**src/rtl/hdc_pkg.sv**
```systemverilog
// Shared HDC types: search FSM state encoding and a ceiling-divide helper.
// Pure declarations; no latency, no flow control.
package hdc_pkg;

    typedef enum logic [1:0] {
        IDLE    = 2'd0,
        COMPUTE = 2'd1,
        COMPARE = 2'd2
    } state_t;

    function automatic int ceil_div(input int a, input int b);
        return (a + b - 1) / b;
    endfunction

endpackage

```
**src/rtl/hamming_chunk.sv**
```systemverilog
// Masked PAR_BITS-wide XOR + popcount of one chunk; combinational, zero latency.
// No flow control: result is valid whenever inputs are.
module hamming_chunk #(
    parameter int DIMENSIONS = 6,
    parameter int PAR_BITS   = 2,
    parameter int BASE_W     = 3,
    parameter int CNT_W      = $clog2(PAR_BITS + 1)
) (
    input  logic [PAR_BITS-1:0] a,
    input  logic [PAR_BITS-1:0] b,
    input  logic [BASE_W-1:0]   base,
    output logic [CNT_W-1:0]    count
);

    logic [PAR_BITS-1:0] diff;

    // Bits whose absolute position is at or above DIMENSIONS are padding.
    always_comb begin
        diff  = '0;
        count = '0;
        for (int i = 0; i < PAR_BITS; i++) begin
            diff[i] = (a[i] ^ b[i]) & ((int'(base) + i) < DIMENSIONS);
            count   = count + CNT_W'(diff[i]);
        end
    end

endmodule

```
**src/rtl/am_search.sv**
```systemverilog
// Associative-memory search: nearest class hypervector by Hamming distance.
// Latency ceil(DIMENSIONS/PAR_BITS)+1 cycles from en to out; en is ignored while busy.
module am_search
    import hdc_pkg::*;
#(
    parameter int DIMENSIONS  = 6,
    parameter int NUM_CLASSES = 3,
    parameter int PAR_BITS    = 2
) (
    input  logic                                     clk,
    input  logic                                     nrst,
    input  logic                                     en,
    input  logic [DIMENSIONS-1:0]                    hv_query,
    input  logic [NUM_CLASSES-1:0][DIMENSIONS-1:0]   class_hvs,
    output logic                                     out,
    output logic [$clog2(NUM_CLASSES)-1:0]           class_out,
    output logic [$clog2(DIMENSIONS+1)-1:0]          dist_out
);

    localparam int N   = ceil_div(DIMENSIONS, PAR_BITS);
    localparam int PW  = N * PAR_BITS;
    localparam int CW  = $clog2(NUM_CLASSES);
    localparam int DW  = $clog2(DIMENSIONS + 1);
    localparam int KW  = (N > 1) ? $clog2(N) : 1;
    localparam int BW  = $clog2(PW + 1);
    localparam int PCW = $clog2(PAR_BITS + 1);

    state_t state, nstate;

    logic [KW-1:0]                       cnt;
    logic                                last_chunk;
    logic [BW-1:0]                       base;
    logic [PW-1:0]                       q_reg;
    logic [NUM_CLASSES-1:0][PW-1:0]      c_reg;
    logic [NUM_CLASSES-1:0][DW-1:0]      acc;
    logic [NUM_CLASSES-1:0][PCW-1:0]     pc;
    logic [CW-1:0]                       best_idx;
    logic [DW-1:0]                       best_d;

    assign last_chunk = (cnt == KW'(N - 1));
    assign base       = BW'(int'(cnt) * PAR_BITS);

    // Captured vectors shift right each COMPUTE cycle so the live chunk is always at the LSBs.
    for (genvar g = 0; g < NUM_CLASSES; g++) begin : g_chunk
        hamming_chunk #(
            .DIMENSIONS (DIMENSIONS),
            .PAR_BITS   (PAR_BITS),
            .BASE_W     (BW),
            .CNT_W      (PCW)
        ) u_chunk (
            .a     (q_reg[PAR_BITS-1:0]),
            .b     (c_reg[g][PAR_BITS-1:0]),
            .base  (base),
            .count (pc[g])
        );
    end

    always_ff @(posedge clk or negedge nrst) begin
        if (!nrst) begin
            state <= IDLE;
        end else begin
            state <= nstate;
        end
    end

    always_comb begin
        nstate = state;
        case (state)
            IDLE:    if (en) nstate = COMPUTE;
            COMPUTE: if (last_chunk) nstate = COMPARE;
            COMPARE: nstate = IDLE;
            default: nstate = IDLE;
        endcase
    end

    // Argmin: strict less-than keeps the lowest index on ties.
    always_comb begin
        best_idx = '0;
        best_d   = acc[0];
        for (int c = 1; c < NUM_CLASSES; c++) begin
            if (acc[c] < best_d) begin
                best_d   = acc[c];
                best_idx = CW'(c);
            end
        end
    end

    always_ff @(posedge clk or negedge nrst) begin
        if (!nrst) begin
            cnt       <= '0;
            q_reg     <= '0;
            c_reg     <= '0;
            acc       <= '0;
            out       <= 1'b0;
            class_out <= '0;
            dist_out  <= '0;
        end else begin
            out <= 1'b0;
            case (state)
                IDLE: begin
                    if (en) begin
                        q_reg <= PW'(hv_query);
                        for (int c = 0; c < NUM_CLASSES; c++) begin
                            c_reg[c] <= PW'(class_hvs[c]);
                        end
                        acc <= '0;
                        cnt <= '0;
                    end
                end
                COMPUTE: begin
                    q_reg <= q_reg >> PAR_BITS;
                    for (int c = 0; c < NUM_CLASSES; c++) begin
                        c_reg[c] <= c_reg[c] >> PAR_BITS;
                        acc[c]   <= acc[c] + DW'(pc[c]);
                    end
                    cnt <= cnt + KW'(1);
                end
                COMPARE: begin
                    class_out <= best_idx;
                    dist_out  <= best_d;
                    out       <= 1'b1;
                end
                default: ;
            endcase
        end
    end

endmodule
```
**config.mk**
```make
export PLATFORM = sky130hd
export DESIGN_NAME = am_search
export DESIGN_NICKNAME = d
export VERILOG_FILES = /design/src/rtl/hdc_pkg.sv /design/src/rtl/hamming_chunk.sv /design/src/rtl/am_search.sv
export SDC_FILE = /design/constraint.sdc
export NUM_CORES = 1
export LEC_CHECK = 0
export BUFFER_PORTS_ARGS = -buffer_cell sky130_fd_sc_hd__buf_2
export CAP_MARGIN = 0
export CORE_MARGIN = 3
export CORE_UTILIZATION = 30
export DETAILED_ROUTE_END_ITERATION = 8
export PLACE_DENSITY = 0.52
export SLEW_MARGIN = 20
export SYNTH_ARGS = -nofsm -noshare
export SYNTH_HDL_FRONTEND = slang
export SYNTH_SLANG_ARGS = --single-unit
```
**constraint.sdc**
```tcl
create_clock -name clk -period 2.2 [get_ports clk]
set_input_delay 0.11 -clock clk [delete_from_list [all_inputs] [get_ports clk]]
set_output_delay 0.11 -clock clk [all_outputs]
set_load 0.01 [all_outputs]
```
==> flow_summary_export.csv <==
group,metric,value,unit
global_route,grt_pass1_wl,7590,um
critical_path,cp.arrival,2.26,ns
critical_path,crit_top_cell,"ha_1",
synth,synth_area_leaders,"dfrtp_1 (48%), mux2i_1 (8.0%), o21ai_0 (7.1%)",
synth,synth_top_area_share,0.480,
timing,clock-skew-final,0.00745,ns
drt,drt-initial-drc-count,50,
cts,tritoncts,"done",
synth,ys.flop_type,"dfrtp_1",
synth,seq_area_frac_synth,0.480,
drt,wirelength,4250,um
pwr,p_comb_frac,0.514,
synth,synth_compound_area_frac,0.162,
critical_path,crit_path_cell_trace,"inv_1 > ha_1 > nand2_1 > o21ai_2 > mux2i_1 > ha_1 > a21oi_2 > a2bb2oi_1 > a21oi_1 > mux2_2",
pwr,peakVddDrop,0.515,mV
placed_design,io_buffers,32,
cts,cts_root_buffer,"clkbuf_8",
final_layout,fin_nets,295,
global_route,gr-usage-met2,0.172,
floorplanning,start_util,0.320,
final_layout,antennaDiodeCount,0,
floorplanning,die_w,92.5,um
synth,synth.avg_cell_area,10.2,um^2
global_route,track_usage,0.112,
pwr,power_frac_clock,0.124,
critical_path,cp_max_fo,6,
global_route,grt_pass1_vias,1542,
floorplanning,die_y,92.5,um
timing,worst_pin_slew,0.469,ns
synth,postSynthCellCount,221,
critical_path,cp-end-kind,"register",
pwr,p_switching,0.00160,W
final_layout,drive_above_1_share,0.208,
pwr,p_int,0.00229,W
pwr,p_leak,1.29,nW
timing,setup_viol,0,
placed_design,routabilityCongestion,0.688,
drt,ant_nets,0,
floorplanning,ios,33,
timing,fin_crit,2.08,ns
cts,clock-sinks,43,
run,drv_cap,0,
synth,synth_top_family_by_area,"compound AO/OA/AOI/OAI gates",
global_route,busiest_layer,"met2",
synth,yosysWarnings,0,
drt,routedWlPerCell,12.1,um
cts,clockBufferDepth,2,
cts,htreeDepth,2,
synth,synth.most_common_cell,"dfrtp_1",
final_layout,largest_reg_flops,18,
status,status,"complete, no violations",
pwr,p_per_area,1490,mW/mm^2
floorplanning,core-area,0.00702,mm^2
worst_hold_path,min_path_type,"in2reg",
synth,ys_async_sr_fraction,1.00,
final_layout,syn2layout_area_growth,16.9,%
synth,syn-num-nets,261,
critical_path,slowest_delay,0.39,ns
synth,synthAdderAreaFrac,0.0825,
critical_path,cp-start-kind,"register",
synth,synth_area,0.00224,mm^2
critical_path,critPathKind,"reg2reg",
drt,first_pass_iters,4,
synth,synth_edf_count,0,
critical_path,cpMaxStageDelayCell,"dfrtp_1",
pwr,sequentialPowerShare,0.362,
synth,synthTopCellsByCount,"dfrtp_1 (43), nand2_1 (34), o21ai_0 (32), mux2i_1 (18), inv_1 (14)",
cts,cts_buffers,5,
synth,synthMuxAreaShare,0.0853,
timing,hold_violations,0,
synth,synth-seq-cells,43,
global_route,use_met3,0.0292,
timing,slew-limit-headroom,0.688,
synth,synthSimpleGateAreaFrac,0.115,
timing,timing.hold.ws,0.0321,ns
drt,viasPerCell,4.45,
timing,max_freq,480,MHz
synth,synth.distinct_cells,26,
synth,synth_top_area_cell,"dfrtp_1",
cts,insertion_delay,0.29,ns
global_route,grt_max_degree,39,
drt,vias,1562,
placed_design,dpl.hpwl,3080,um
synth,synth_xor_area_frac,0.0234,
timing,drv_slew,0,
global_route,gr-total-overflow,0,
floorplanning,rows,30,
global_route,antenna_found_initial,0,
timing,finalCritPeriodShare,0.947,
floorplanning,die-area,0.00855,mm^2
pwr,p_sw_frac,0.412,
pwr,finalPower,0.00390,W
drt,drcViolationCount,0,
global_route,grt_use_met1,0.153,
critical_path,required,2.38,ns
cts,clkTransAtPathRegs,0.08,ns
[cells in the final DEF (no fill, tap or decap), types with 7 or more instances in the layout]
master,count
a21oi_1,8
inv_1,14
a22o_1,8
ha_1,9
buf_2,32
nand2b_1,8
mux2i_1,18
nor2_1,7
dfrtp_1,43
o21ai_0,32
nand2_1,34
[routing by layer]
metal / part of all wire / routed length (um)
met5: 0 / 0
met4: 0.014 / 59
met3: 0.048 / 203
met2: 0.44 / 1880
met1: 0.49 / 2100
[layout make-up]
class                      instances  area [um^2]
timing repair buffer              38          220
tap                               96          120
multi-input combinational        153         1070
clock inverter                     2         13.8
fill                             730         4400
inverter                          14         52.6
clock buffer                       5         68.8
sequential                        43         1080
[logic make-up after synthesis]
logic type      after synthesis
buf+inv                      25
simple gates                 57
flops                        43
mux                          19
compound gates               58
fa+ha+maj                    13
xor+xnor                      6
[worst max-delay path: cells and delay by family (launching register included)]
family                   cells  cell delay, ns
buffers and inverters        1            0.06
adder cells (fa/ha/maj)      2            0.49
AND/OR/NAND/NOR              1            0.06
multiplexers                 2            0.52
flip-flops                   1            0.39
AO/OA/AOI/OAI                4            0.45
[per-stage QoR]
stage / instances / util / cell area (um^2) / TNS [ns] / setup slack (ns)
final: 351 / 0.374 / 2620 / 0 / 0.117
after global routing: 351 / 0.374 / 2620 / -0.0819 / -0.0384
after CTS: 350 / 0.370 / 2600 / 0 / 0.00930
after detailed placement: 342 / 0.357 / 2510 / 0 / 0.0206
after global placement: 342 / 0.357 / 2510 / 0 / 0.0622
after floorplan: 221 / - / 2240 / 0 / 0.145
[power by group through the flow]
| stage | Combinational, W | Clock (W) | Sequential [W] |
|---|---|---|---|
| finish | 0.00200 | 0.000483 | 0.00141 |
| global route | 0.00235 | 0.000551 | 0.00147 |
| CTS | 0.00197 | 0.000510 | 0.00141 |
| detailed placement | 0.00197 | 0 | 0.00143 |
| global placement | 0.00192 | 0 | 0.00142 |
| floorplan | 0.00161 | 0 | 0.00135 |
[final timing paths]
check                      slack, ns           from  cells past startpoint     endpoint
hold / removal                  0.03  class_hvs[11]                      2    c_reg[11]
max in group asynchronous       1.24           nrst                      3       acc[1]
setup / recovery                0.12         acc[1]                     10  dist_out[0]
min in group asynchronous       0.26           nrst                      2     q_reg[4]
hold reg to reg                 0.48    dist_out[2]                      2  dist_out[2]
setup reg to reg                0.12         acc[1]                     10  dist_out[0]
[what timing repair did]
action,in CTS,in global routing
setup endpoints to repair,0,5
hold buffers,1,0
resized for setup,0,2
setup buffers,0,1
endpoints found under the hold margin,15,0
Note: power is estimated with default switching activity, not from simulation.
